<file path="config.mk">
export PLATFORM = sky130hd
export DESIGN_NAME = accum_cpu_mc
export DESIGN_NICKNAME = d
export VERILOG_FILES = /design/src/rtl/acpu_pkg.sv /design/src/rtl/acpu_alu.sv /design/src/rtl/accum_cpu_mc.sv
export SDC_FILE = /design/constraint.sdc
export NUM_CORES = 1
export LEC_CHECK = 0
export ABC_AREA = 1
export CAP_MARGIN = 30
export CORE_MARGIN = 10
export CORE_UTILIZATION = 36
export CTS_CLUSTER_DIAMETER = 50
export DETAILED_ROUTE_END_ITERATION = 8
export MAX_ROUTING_LAYER = met4
export SLEW_MARGIN = 0
export SYNTH_ARGS = -nofsm -noshare
export SYNTH_HDL_FRONTEND = slang
export SYNTH_SLANG_ARGS = --single-unit
</file>
<file path="constraint.sdc">
create_clock -name clk_i -period 5.2 [get_ports clk_i]
set_clock_uncertainty 0.15 [all_clocks]
set_input_delay 1.04 -clock clk_i [delete_from_list [all_inputs] [get_ports clk_i]]
set_output_delay 1.04 -clock clk_i [all_outputs]
set_load 0.02 [all_outputs]
</file>
<file path="src/rtl/acpu_pkg.sv">
// Shared definitions for the multi-cycle accumulator CPU: opcodes, FSM states, ALU selects.
package acpu_pkg;

  localparam int unsigned DataWDefault = 8;
  localparam int unsigned AddrWDefault = 12;

  localparam logic [3:0] OpNop  = 4'h0;
  localparam logic [3:0] OpLdi  = 4'h1;
  localparam logic [3:0] OpLdm  = 4'h2;
  localparam logic [3:0] OpStm  = 4'h3;
  localparam logic [3:0] OpAdd  = 4'h4;
  localparam logic [3:0] OpSub  = 4'h5;
  localparam logic [3:0] OpAnd  = 4'h6;
  localparam logic [3:0] OpOr   = 4'h7;
  localparam logic [3:0] OpXor  = 4'h8;
  localparam logic [3:0] OpAddi = 4'h9;
  localparam logic [3:0] OpJmp  = 4'hA;
  localparam logic [3:0] OpJz   = 4'hB;
  localparam logic [3:0] OpJc   = 4'hC;
  localparam logic [3:0] OpIn   = 4'hD;
  localparam logic [3:0] OpOut  = 4'hE;
  localparam logic [3:0] OpHlt  = 4'hF;

  typedef enum logic [2:0] {
    StFetch, StExec, StMem, StExec2, StWaitIn, StHalt
  } state_e;

  typedef enum logic [2:0] {
    AluAdd, AluSub, AluAnd, AluOr, AluXor, AluPass
  } alu_op_e;

endpackage

</file>
<file path="src/rtl/acpu_alu.sv">
// Combinational ALU: add/sub/and/or/xor/pass with zero and carry/borrow out.
module acpu_alu import acpu_pkg::*; #(
  parameter int unsigned DATA_W = DataWDefault
) (
  input  alu_op_e           op_i,
  input  logic [DATA_W-1:0] a_i,
  input  logic [DATA_W-1:0] b_i,
  output logic [DATA_W-1:0] y_o,
  output logic              c_o,
  output logic              z_o
);

  logic [DATA_W:0] sum;
  logic [DATA_W:0] diff;

  // Result select; c_o is carry-out for add and borrow (a < b) for sub.
  always_comb begin
    sum  = {1'b0, a_i} + {1'b0, b_i};
    diff = {1'b0, a_i} - {1'b0, b_i};
    y_o  = b_i;
    c_o  = 1'b0;
    unique case (op_i)
      AluAdd:  begin y_o = sum[DATA_W-1:0];  c_o = sum[DATA_W];  end
      AluSub:  begin y_o = diff[DATA_W-1:0]; c_o = diff[DATA_W]; end
      AluAnd:  y_o = a_i & b_i;
      AluOr:   y_o = a_i | b_i;
      AluXor:  y_o = a_i ^ b_i;
      AluPass: y_o = b_i;
      default: y_o = b_i;
    endcase
    z_o = (y_o == '0);
  end

endmodule

</file>
<file path="src/rtl/accum_cpu_mc.sv">
// Multi-cycle accumulator CPU: FSM-sequenced fetch/execute with handshaked memories and input.
module accum_cpu_mc import acpu_pkg::*; #(
  parameter int unsigned        DATA_W   = DataWDefault,
  parameter int unsigned        ADDR_W   = AddrWDefault,
  parameter logic [ADDR_W-1:0]  RESET_PC = '0,
  localparam int unsigned       INS_W    = 4 + ADDR_W
) (
  input  logic              clk_i,
  input  logic              rst_i,
  output logic              imem_req_o,
  output logic [ADDR_W-1:0] imem_addr_o,
  input  logic              imem_ack_i,
  input  logic [INS_W-1:0]  imem_data_i,
  output logic              dmem_req_o,
  output logic              dmem_we_o,
  output logic [ADDR_W-1:0] dmem_addr_o,
  output logic [DATA_W-1:0] dmem_wdata_o,
  input  logic              dmem_ack_i,
  input  logic [DATA_W-1:0] dmem_rdata_i,
  input  logic              inp_valid_i,
  input  logic [DATA_W-1:0] inp_data_i,
  output logic              inp_ack_o,
  output logic [DATA_W-1:0] out_data_o,
  output logic              out_valid_o,
  output logic              halted_o
);

  state_e              state_q;
  logic [ADDR_W-1:0]   pc_q;
  logic [INS_W-1:0]    ir_q;
  logic [DATA_W-1:0]   acc_q;
  logic [DATA_W-1:0]   mdr_q;
  logic                z_q;
  logic                c_q;
  logic                imem_req_q;
  logic [ADDR_W-1:0]   imem_addr_q;
  logic                dmem_req_q;
  logic                dmem_we_q;
  logic [ADDR_W-1:0]   dmem_addr_q;
  logic [DATA_W-1:0]   dmem_wdata_q;
  logic [DATA_W-1:0]   out_data_q;
  logic                out_valid_q;
  logic                halted_q;

  logic [3:0]          op;
  logic [ADDR_W-1:0]   operand;
  logic [DATA_W-1:0]   imm;
  logic [ADDR_W-1:0]   pc_inc;
  logic [ADDR_W-1:0]   branch_pc;
  alu_op_e             alu_op;
  logic [DATA_W-1:0]   alu_b;
  logic [DATA_W-1:0]   alu_y;
  logic                alu_c;
  logic                alu_z;

  assign op      = ir_q[INS_W-1 -: 4];
  assign operand = ir_q[ADDR_W-1:0];
  assign imm     = operand[DATA_W-1:0];
  assign pc_inc  = pc_q + 1'b1;

  // Next PC for EXEC-class completion; flags are the ones held entering EXEC.
  always_comb begin
    branch_pc = pc_inc;
    case (op)
      OpJmp:   branch_pc = operand;
      OpJz:    if (z_q) branch_pc = operand;
      OpJc:    if (c_q) branch_pc = operand;
      default: branch_pc = pc_inc;
    endcase
  end

  // ALU operation and B source: immediate in EXEC, MDR in EXEC2.
  always_comb begin
    alu_op = AluPass;
    case (op)
      OpAdd, OpAddi: alu_op = AluAdd;
      OpSub:         alu_op = AluSub;
      OpAnd:         alu_op = AluAnd;
      OpOr:          alu_op = AluOr;
      OpXor:         alu_op = AluXor;
      default:       alu_op = AluPass;
    endcase
    alu_b = (state_q == StExec2) ? mdr_q : imm;
  end

  acpu_alu #(
    .DATA_W (DATA_W)
  ) u_alu (
    .op_i (alu_op),
    .a_i  (acc_q),
    .b_i  (alu_b),
    .y_o  (alu_y),
    .c_o  (alu_c),
    .z_o  (alu_z)
  );

  // Sequencer, architectural state and registered bus outputs.
  always_ff @(posedge clk_i or posedge rst_i) begin
    if (rst_i) begin
      state_q      <= StFetch;
      pc_q         <= RESET_PC;
      ir_q         <= '0;
      acc_q        <= '0;
      mdr_q        <= '0;
      z_q          <= 1'b0;
      c_q          <= 1'b0;
      imem_req_q   <= 1'b0;
      imem_addr_q  <= '0;
      dmem_req_q   <= 1'b0;
      dmem_we_q    <= 1'b0;
      dmem_addr_q  <= '0;
      dmem_wdata_q <= '0;
      out_data_q   <= '0;
      out_valid_q  <= 1'b0;
      halted_q     <= 1'b0;
    end else begin
      out_valid_q <= 1'b0;
      unique case (state_q)
        StFetch: begin
          // First FETCH after reset raises req; an ack without our req is ignored.
          if (!imem_req_q) begin
            imem_req_q  <= 1'b1;
            imem_addr_q <= pc_q;
          end else if (imem_ack_i) begin
            ir_q       <= imem_data_i;
            imem_req_q <= 1'b0;
            state_q    <= StExec;
          end
        end
        StExec: begin
          case (op)
            OpLdm, OpStm, OpAdd, OpSub, OpAnd, OpOr, OpXor: begin
              dmem_req_q   <= 1'b1;
              dmem_we_q    <= (op == OpStm);
              dmem_addr_q  <= operand;
              dmem_wdata_q <= acc_q;
              state_q      <= StMem;
            end
            OpIn:  state_q <= StWaitIn;
            OpHlt: begin
              halted_q <= 1'b1;
              state_q  <= StHalt;
            end
            default: begin
              if (op == OpLdi || op == OpAddi) begin
                acc_q <= alu_y;
                z_q   <= alu_z;
              end
              if (op == OpAddi) c_q <= alu_c;
              if (op == OpOut) begin
                out_data_q  <= acc_q;
                out_valid_q <= 1'b1;
              end
              pc_q        <= branch_pc;
              imem_addr_q <= branch_pc;
              imem_req_q  <= 1'b1;
              state_q     <= StFetch;
            end
          endcase
        end
        StMem: begin
          if (dmem_ack_i) begin
            mdr_q      <= dmem_rdata_i;
            dmem_req_q <= 1'b0;
            dmem_we_q  <= 1'b0;
            state_q    <= StExec2;
          end
        end
        StExec2: begin
          if (op != OpStm) begin
            acc_q <= alu_y;
            z_q   <= alu_z;
            if (op == OpAdd || op == OpSub) c_q <= alu_c;
          end
          pc_q        <= pc_inc;
          imem_addr_q <= pc_inc;
          imem_req_q  <= 1'b1;
          state_q     <= StFetch;
        end
        StWaitIn: begin
          if (inp_valid_i) begin
            acc_q       <= inp_data_i;
            z_q         <= (inp_data_i == '0);
            pc_q        <= pc_inc;
            imem_addr_q <= pc_inc;
            imem_req_q  <= 1'b1;
            state_q     <= StFetch;
          end
        end
        StHalt:  state_q <= StHalt;
        default: state_q <= StFetch;
      endcase
    end
  end

  // Input ack must be visible in the very cycle the word is consumed.
  assign inp_ack_o    = (state_q == StWaitIn) && inp_valid_i;
  assign imem_req_o   = imem_req_q;
  assign imem_addr_o  = imem_addr_q;
  assign dmem_req_o   = dmem_req_q;
  assign dmem_we_o    = dmem_we_q;
  assign dmem_addr_o  = dmem_addr_q;
  assign dmem_wdata_o = dmem_wdata_q;
  assign out_data_o   = out_data_q;
  assign out_valid_o  = out_valid_q;
  assign halted_o     = halted_q;

endmodule

</file>
==> results of run 1 <==
-- worst register-to-register path, stage by stage, from the launching register on --
cell and delay, ns:
dfrtp_1 0.40, inv_1 0.15, nand3_1 0.22, inv_2 0.26, nand2_1 0.09, o21a_1 0.17, ha_1 0.53, inv_1 0.16
a21oi_1 0.19, nand2_1 0.13, nand3_1 0.12, nand3_1 0.08, nand3_1 0.09, nand3_1 0.13, nand2_1 0.09, nand4_1 0.10
a21oi_1 0.13
-- registers in the layout, indices dropped and copies added (netlist names), 3 cells and up --
register,count
imem_addr_o,12
dmem_addr_o,12
dmem_wdata_o,8
acc_q,8
ir_q,16
out_data_o,8
mdr_q,8
state_q,3
pc_q,12
-- metal layers --
| metal | vias to the layer above | global-route usage | wire length [um] | share of wire |
|---|---|---|---|---|
| met3 | 29 | 0.0292 | 1100 | 0.064 |
| li1 | 2678 | - | - | - |
| met5 | - | - | 0 | 0 |
| met2 | 195 | 0.225 | 7110 | 0.41 |
| met1 | 2430 | 0.232 | 8610 | 0.50 |
| met4 | 0 | 0.0661 | 384 | 0.022 |
-- through the flow --
stage / std cells / total power [mW] / setup WS [ns] / cell area [sq um]
6_report: 1071 / 4.93 / 1.72 / 7070
5_1_grt: 1071 / 5.41 / 1.64 / 7070
4_1_cts: 1070 / 4.92 / 1.71 / 7060
3_5_place_dp: 1054 / 4.26 / 1.72 / 6780
3_3_place_gp: 1054 / 4.25 / 1.72 / 6780
2_1_floorplan: 776 / 3.34 / 1.56 / 5780
-- placed cells by master (no fill, tap or decap), types with 15 or more instances in the layout --
cell	count
dfrtp_1	94
o21ai_0	88
inv_1	88
clkdlybuf4s50_1	82
a21oi_1	24
ha_1	29
nand4_1	15
nand3_1	53
nand2_1	227
nor2_1	47
-- cell type report --
cell class | count | area share
Timing Repair Buffer | 85 | 0.120
Clock buffer | 12 | 0.0349
Multi-Input combinational cell | 564 | 0.418
Inverter | 96 | 0.0513
Clock inverter | 4 | 0.00425
Sequential cell | 94 | 0.333
Tap cell | 216 | 0.0382
-- cells by family after synthesis --
kind of cell	share of synthesized area
adder cells (fa/ha/maj)	0.0697
XOR/XNOR	0.00758
flip-flops	0.407
multiplexers	0.00195
AO/OA/AOI/OAI	0.157
AND/OR/NAND/NOR	0.275
buffers and inverters	0.0814
-- worst min path at each step --
stage,from,end,cells past startpoint
2_1_floorplan,mdr_q[1]$_DFFE_PP0P_,mdr_q[1]$_DFFE_PP0P_,2
3_3_place_gp,halted_o$_DFFE_PP0P_,halted_o$_DFFE_PP0P_,1
3_5_place_dp,halted_o$_DFFE_PP0P_,halted_o$_DFFE_PP0P_,1
4_1_cts,halted_o$_DFFE_PP0P_,halted_o$_DFFE_PP0P_,1
5_1_grt,halted_o$_DFFE_PP0P_,halted_o$_DFFE_PP0P_,1
6_report,halted_o$_DFFE_PP0P_,halted_o$_DFFE_PP0P_,1
-- where the power goes --
group          internal (mW)  total [mW]  switching [mW]
Combinational           1.07        2.97            1.90
Clock                  0.340       0.638           0.298
Sequential              1.06        1.32           0.259
Total                   2.47        4.93            2.46
==> flow_metrics.env, run 1 <==
export IMPL_critPathCapture="inp_ack_o"
export IMPL_synth_nets=844
export IMPL_diodes=0
export IMPL_cts_resized=0
export IMPL_endpoint_kind="primary output"
export IMPL_clk_latency_ns=0.36
export IMPL_hold_viol=0
export IMPL_ctsHoldBuffers=0
export IMPL_die_area_sq_um=21500
export IMPL_core_sq_um=15800
export IMPL_critical_path_cell_chain="clkdlybuf4s50_1, inv_1, nor2_1, clkdlybuf4s50_1"
export IMPL_antenna_found_initial=0
export IMPL_r2r_end="z_q$_DFFE_PP0P_"
export IMPL_port_buffers=82
export IMPL_hpwl_um=12900
export IMPL_cp_num_buf_inv=3
export IMPL_multi_input_area_sq_um=2960
export IMPL_register_area_sq_um=2350
export IMPL_totalWireLength_um=17200
export IMPL_async_flop_share=1.00
export IMPL_yosys_top_cells_count="nand2_1 (227), dfrtp_1 (94), inv_1 (89)"
export IMPL_crit_slowest_cell="clkdlybuf4s50_1"
export IMPL_final_setup_tns_ns=0
export IMPL_place_gp_congestion=0.921
export IMPL_r2r_start="state_q[2]$_DFFE_PP0P_"
export IMPL_worst_path_most_repeated_cell="clkdlybuf4s50_1"
export IMPL_path_class="primary input to primary output"
export IMPL_fin_nets=918
export IMPL_synthToLayoutAreaGrowth_pct=22.4
export IMPL_startpoint_type="primary input"
export IMPL_syn_avg_cell_area_sq_um=7.45
export IMPL_cp_startpoint="inp_valid_i"
export IMPL_hold_path_class="flip-flop to flip-flop"
export IMPL_clock_path_buffers=2
export IMPL_drtIter0Drc=404
export IMPL_drtAntennaViolNets=0
export IMPL_whs_ns=0.320
export IMPL_wire_per_inst_um=16.1
export IMPL_ir_drop_mv=0.260
export IMPL_grt_usage=0.164
export IMPL_fillers=1624
export IMPL_grt_overflow_total=0
export IMPL_power_density_nw_per_um2=697
export IMPL_die_y_um=147
export IMPL_postCtsSetupRepairBufs=0
export IMPL_rr_worst_depth=16
export IMPL_max_freq_ghz=0.288
export IMPL_grt_pass1_wl_um=27800
export IMPL_setup_violations_final=0
export IMPL_cts_root_buf="clkbuf_16"
export IMPL_first_pass_iters=5
export IMPL_io_pins=83
export IMPL_period_needed_ns=3.48
export IMPL_fin_crit_sh=0.669
export IMPL_slew_violations=0
export IMPL_ys_flop_type="dfrtp_1"
export IMPL_path_clk_slew_ns=0.07
export IMPL_htree_levels=3
export IMPL_synth_top_area_share=0.407
export IMPL_path_depth=4
export IMPL_synth_edf_count=0
export IMPL_status="completed"
export IMPL_tritoncts="built"
export IMPL_grt_pass1_vias=5136
export IMPL_num_vias=5332
export IMPL_cts_buffers=9
export IMPL_avgViaCountPerCell=4.98
export IMPL_path_delay_family="buffers and inverters"
export IMPL_cp_required_ns=4.01
export IMPL_drv_cap=0
export IMPL_drc=0
export IMPL_rsz0062_at_grt="no"
export IMPL_drive_above_1_share=0.0573
export IMPL_crit_path_max_incr_delay_ns=0.62
export IMPL_fin_util=0.447
export IMPL_syn_area_sq_um=5780
export IMPL_r2r_slack_ns=1.95
export IMPL_yosysSeqAreaShare=0.407
export IMPL_grt_max_degree=67
export IMPL_ys_warn_count=0
export IMPL_cp_arrival_ns=2.29
export IMPL_power_leakage_nw=3.35
export IMPL_critPathMaxFanout=2
export IMPL_synth_most_common_cell="nand2_1"
export IMPL_initial_core_util=0.365
export IMPL_num_rows=46
export IMPL_yosys_top_cells_area="dfrtp_1 (41%), nand2_1 (15%), o21ai_0 (7.6%)"
export IMPL_cts_sinks=94
export IMPL_syn_instance_count=776
export IMPL_postSynthRegisterBits=94
export IMPL_relSlewSlack=0.344
export IMPL_fp_dieW_um=147
export IMPL_yosysTopAreaCell="dfrtp_1"
export IMPL_synthDistinctLibCells=45
export IMPL_tightest_slew_ns=0.984
No activity file was read; power rests on OpenSTA's default activity.
==> run 2: changes to the inputs <==
clock period = 3.23 ns   (was 5.2 ns; I/O delays follow)
==> run 2 against run 1 <==
Effect of this change: clock-buffer cell count down 3; first-iteration DRC count grew 8.4%; combinational power rose by 68%; non-clock buffer count increased by 11; global-route usage increased by 0.22 points; die area is the same; utilization increased by 0.85 points; sequential power up 60%; largest power group unchanged.
==> flow_metrics.env, run 2 (synthesis gave the netlist of run 1 again) <==
export IMPL_final_setup_tns_ns=0
export IMPL_power_density_nw_per_um2=1140
export IMPL_hold_end="halted_o$_DFFE_PP0P_"
export IMPL_grt_usage=0.166
export IMPL_r2r_slack_ns=0.21
export IMPL_max_freq_ghz=0.319
export IMPL_period_needed_ns=3.14
export IMPL_power_leakage_nw=3.41
export IMPL_synthToLayoutAreaGrowth_pct=24.7
export IMPL_drc=0
export IMPL_cp_arrival_ns=2.34
export IMPL_die_area_sq_um=21500
export IMPL_final_cell_mix="nand2_1 (227), dfrtp_1 (94), inv_1 (88), o21ai_0 (87), clkdlybuf4s50_1 (82)"
export IMPL_path_clk_slew_ns=0.07
export IMPL_status="completed"
export IMPL_cp_required_ns=2.43
export IMPL_regMostFlops="ir_q"
export IMPL_io_pins=83
export IMPL_wire_per_inst_um=16.3
export IMPL_place_gp_congestion=0.979
export IMPL_startpoint_type="flip-flop"
export IMPL_critPathMaxFanout=14
export IMPL_grt_pass1_wl_um=28000
export IMPL_drtIter0Drc=438
export IMPL_first_pass_iters=6
export IMPL_clock_path_buffers=2
export IMPL_tightest_slew_ns=0.808
export IMPL_ctsHoldBuffers=0
export IMPL_grt_overflow_total=0
export IMPL_setup_violations_final=0
export IMPL_drive_above_1_share=0.0762
export IMPL_initial_core_util=0.365
export IMPL_r2r_start="state_q[2]$_DFFE_PP0P_"
export IMPL_fin_nets=929
export IMPL_relSlewSlack=0.458
export IMPL_hold_viol=0
export IMPL_fp_dieW_um=147
export IMPL_drv_cap=0
export IMPL_num_vias=5419
export IMPL_hold_depth=1
export IMPL_grt_max_degree=95
export IMPL_grt_pass1_vias=5186
export IMPL_crit_slowest_cell="clkdlybuf4s50_1"
export IMPL_whs_ns=0.315
export IMPL_totalWireLength_um=17600
export IMPL_clk_latency_ns=0.36
export IMPL_path_delay_family="buffers and inverters"
export IMPL_layout_commonest_cell="nand2_1"
export IMPL_fin_crit_sh=0.971
export IMPL_avgViaCountPerCell=5.01
export IMPL_cts_buffers=9
export IMPL_rr_worst_depth=16
export IMPL_critical_path_cell_chain="buf_4, or2_4, nor2_4, inv_2, nor2_1, clkdlybuf4s50_1"
export IMPL_drtAntennaViolNets=0
export IMPL_min_delay_start="halted_o$_DFFE_PP0P_"
export IMPL_port_buffers=82
export IMPL_die_y_um=147
export IMPL_path_class="flip-flop to primary output"
export IMPL_fin_util=0.455
export IMPL_ir_drop_mv=0.391
export IMPL_endpoint_kind="primary output"
export IMPL_htree_levels=3
export IMPL_tritoncts="built"
export IMPL_diodes=0
export IMPL_r2r_end="z_q$_DFFE_PP0P_"
export IMPL_crit_path_max_incr_delay_ns=0.62
export IMPL_hpwl_um=13300
export IMPL_core_sq_um=15800
export IMPL_slew_violations=0
export IMPL_cts_sinks=94
export IMPL_cts_root_buf="clkbuf_16"
export IMPL_hold_path_class="flip-flop to flip-flop"
export IMPL_largest_reg_flops=16
export IMPL_antenna_found_initial=0
export IMPL_num_rows=46
export IMPL_rsz0062_at_grt="no"
export IMPL_cp_num_buf_inv=3
## run 2: final cells by class
class / instances / area (sq um)
Timing Repair Buffer: 96 / 938
Clock inverter: 7 / 72.6
Tap cell: 216 / 270
Multi-Input combinational cell: 564 / 2980
Clock buffer: 9 / 225
Fill cell: 1606 / 8620
Inverter: 96 / 367
Sequential cell: 94 / 2350
## run 2: worst register-to-register path, cell delays in order (launching register included)
cell and delay, ns:
dfrtp_1 0.40, inv_1 0.17, nand3_2 0.19, inv_4 0.17, nand2_1 0.09, o21ai_0 0.16, inv_1 0.16, ha_1 0.40
nand2_1 0.09, or2_2 0.32, nand3_1 0.08, nand2_1 0.07, nand3_1 0.07, nand3_1 0.11, nand2_1 0.09, nand4_1 0.09
a21oi_1 0.14
## run 2: layer usage
metal / GRT usage / vias to the layer above / share of wire
met3: 0.0295 / 29 / 0.061
met1: 0.236 / 2508 / 0.49
met2: 0.230 / 175 / 0.42
li1: - / 2707 / -
met5: - / - / 0
met4: 0.0586 / 0 / 0.020
## run 2: how the worst max path moves through the flow
stage	cells past startpoint	from	to	slack (ns)
2_1_floorplan	18	state_q[2]$_DFFE_PP0P_	z_q$_DFFE_PP0P_	0.49
3_3_place_gp	16	state_q[2]$_DFFE_PP0P_	z_q$_DFFE_PP0P_	0.14
3_5_place_dp	16	state_q[2]$_DFFE_PP0P_	z_q$_DFFE_PP0P_	0.06
4_1_cts	16	state_q[2]$_DFFE_PP0P_	z_q$_DFFE_PP0P_	0.05
5_1_grt	16	state_q[2]$_DFFE_PP0P_	z_q$_DFFE_PP0P_	0.001
6_report	6	state_q[0]$_DFFE_PP0P_	inp_ack_o	0.09
## run 2: metrics by stage
stage	std cells	area, sq um	power [mW]	setup WS (ns)
floorplan	776	5780	5.38	0.488
global placement	1066	6880	7.04	0.142
detailed placement	1066	6880	7.05	0.0575
CTS	1082	7180	8.19	0.0504
global route	1082	7210	8.96	0.00109
finish	1082	7210	8.22	0.0926
## run 2: power by group
group	total [mW]	internal [mW]	switching, mW
clock network	1.11	0.603	0.506
logic	5.00	1.85	3.15
registers	2.11	1.70	0.410
total	8.22	4.15	4.07
## run 2: what timing repair did
item / 4_1_cts / 5_1_grt
setup buffers: 0 / 0
resized for setup: 0 / 7
setup endpoints to repair: 0 / 5
==> run 3: changes to the inputs <==
CAP_MARGIN = 0   (was 30)
CORE_UTILIZATION = 37   (was 36)
==> run 3 against run 2 <==
Effect of this change: utilization up 1.6 points; via count shrank 0.59%; sequential power about the same; non-clock buffer count down 2; critical path type unchanged.
==> flow_metrics.env, run 3 (synthesis gave the netlist of run 1 again) <==
export IMPL_period_needed_ns=2.98
export IMPL_clock_path_buffers=2
export IMPL_final_setup_tns_ns=0
export IMPL_grt_pass1_vias=5113
export IMPL_layout_commonest_cell="nand2_1"
export IMPL_largest_reg_flops=16
export IMPL_crit_path_max_incr_delay_ns=0.61
export IMPL_busiest_layer="met1"
export IMPL_fin_cells=1075
export IMPL_setup_violations_final=0
export IMPL_synthToLayoutAreaGrowth_pct=24.5
export IMPL_io_pins=83
export IMPL_drc=0
export IMPL_cts_buffers=9
export IMPL_rsz0062_at_grt="no"
export IMPL_port_buffers=82
export IMPL_dp_slack_ns=0.143
export IMPL_cts_sinks=94
export IMPL_antenna_found_initial=0
export IMPL_final_cell_area_sq_um=7200
export IMPL_max_freq_ghz=0.336
export IMPL_final_cell_mix="nand2_1 (227), dfrtp_1 (94), inv_1 (88), o21ai_0 (87), clkdlybuf4s50_1 (82)"
export IMPL_diodes=0
export IMPL_hold_path_class="flip-flop to flip-flop"
export IMPL_grt_max_degree=95
export IMPL_drive_above_1_share=0.0741
export IMPL_tritoncts="built"
export IMPL_path_class="flip-flop to primary output"
export IMPL_cp_arrival_ns=2.18
export IMPL_power_leakage_nw=3.39
export IMPL_hold_viol=0
export IMPL_grt_pass1_wl_um=27700
export IMPL_drtAntennaViolNets=0
export IMPL_slew_violations=0
export IMPL_ir_drop_mv=0.411
export IMPL_postCtsSetupRepairBufs=0
export IMPL_fp_dieW_um=145
export IMPL_core_sq_um=15300
export IMPL_place_area_sq_um=6860
export IMPL_totalWireLength_um=16900
export IMPL_die_y_um=145
export IMPL_fin_crit_sh=0.922
export IMPL_hpwl_um=12700
export IMPL_startpoint_type="flip-flop"
export IMPL_met1_usage=0.231
export IMPL_relSlewSlack=0.656
export IMPL_first_pass_iters=5
export IMPL_num_rows=45
export IMPL_ctsHoldBuffers=0
export IMPL_critical_path_cell_chain="buf_4, or2_4, nor2_4, inv_2, nor2_1, clkdlybuf4s50_1"
export IMPL_drtIter0Drc=387
export IMPL_die_area_sq_um=21000
export IMPL_status="completed"
export IMPL_fin_nets=927
export IMPL_initial_core_util=0.379
export IMPL_cts_root_buf="clkbuf_16"
export IMPL_finalWorstSetupSlack_ns=0.251
export IMPL_clk_latency_ns=0.36
export IMPL_htree_levels=3
export IMPL_place_gp_congestion=0.991
export IMPL_met2_usage=0.229
export IMPL_tightest_slew_ns=0.515
export IMPL_grtUsageMet3=0.0292
export IMPL_num_vias=5387
export IMPL_grt_usage=0.164
export IMPL_critPathMaxFanout=7
export IMPL_path_clk_slew_ns=0.08
export IMPL_wire_per_inst_um=15.7
export IMPL_dp_cells=1059
export IMPL_grt_overflow_total=0
export IMPL_drv_cap=0
export IMPL_regMostFlops="ir_q"
export IMPL_avgViaCountPerCell=5.01
export IMPL_finalPower_mw=8.15
export IMPL_cp_required_ns=2.43
export IMPL_power_density_nw_per_um2=1130
export IMPL_crit_slowest_cell="clkdlybuf4s50_1"
export IMPL_endpoint_kind="primary output"
-- run 3: worst max-delay path: cells and delay by family, from the launching register on --
kind / cells / cell delay, ns
buffers and inverters: 3 / 0.84
flip-flops: 1 / 0.41
AND/OR/NAND/NOR: 3 / 0.57
-- run 3: path summary, 6_finish.rpt --
| path | slack (ns) | from | to | cells past startpoint |
|---|---|---|---|---|
| min in group asynchronous | 0.63 | rst_i | imem_addr_o[3]$_DFFE_PP0P_ | 3 |
| hold / removal | 0.31 | halted_o$_DFFE_PP0P_ | halted_o$_DFFE_PP0P_ | 1 |
| setup reg to reg | 0.33 | state_q[2]$_DFFE_PP0P_ | z_q$_DFFE_PP0P_ | 14 |
| hold reg to reg | 0.31 | halted_o$_DFFE_PP0P_ | halted_o$_DFFE_PP0P_ | 1 |
| setup / recovery | 0.25 | state_q[0]$_DFFE_PP0P_ | inp_ack_o | 6 |
| max in group asynchronous | 1.93 | rst_i | mdr_q[2]$_DFFE_PP0P_ | 3 |
-- run 3: repair_timing --
action | in CTS | in global routing
setup endpoints to repair | 0 | 6
endpoints found under the hold margin | 0 | 0
gates resized for setup | 0 | 8
-- run 3: routing by layer --
layer / wire length [um] / up-vias / share of wire
li1: - / 2697 / -
met1: 8430 / 2468 / 0.50
met2: 7090 / 194 / 0.42
met3: 1090 / 28 / 0.065
met4: 307 / 0 / 0.018
met5: 0 / - / 0
-- run 3: cell type report --
cell class,instances,area [sq um]
clock inverter,6,67.6
multi-input combinational,564,2990
clock buffer,10,229
timing repair buffer,94,923
fill,1517,8060
inverter,96,367
sequential,94,2350
tap,211,264
-- run 3: where the power goes --
group | internal, mW | switching [mW]
logic | 1.83 | 3.09
registers | 1.70 | 0.411
clock network | 0.605 | 0.501
total | 4.14 | 4.01
-- run 3: through the flow --
| step | hold slack [ns] | util |
|---|---|---|
| 2_1_floorplan | 0.292 | - |
| 3_3_place_gp | 0.301 | 0.450 |
| 3_5_place_dp | 0.298 | 0.450 |
| 4_1_cts | 0.314 | 0.469 |
| 5_1_grt | 0.339 | 0.472 |
| 6_report | 0.309 | 0.472 |
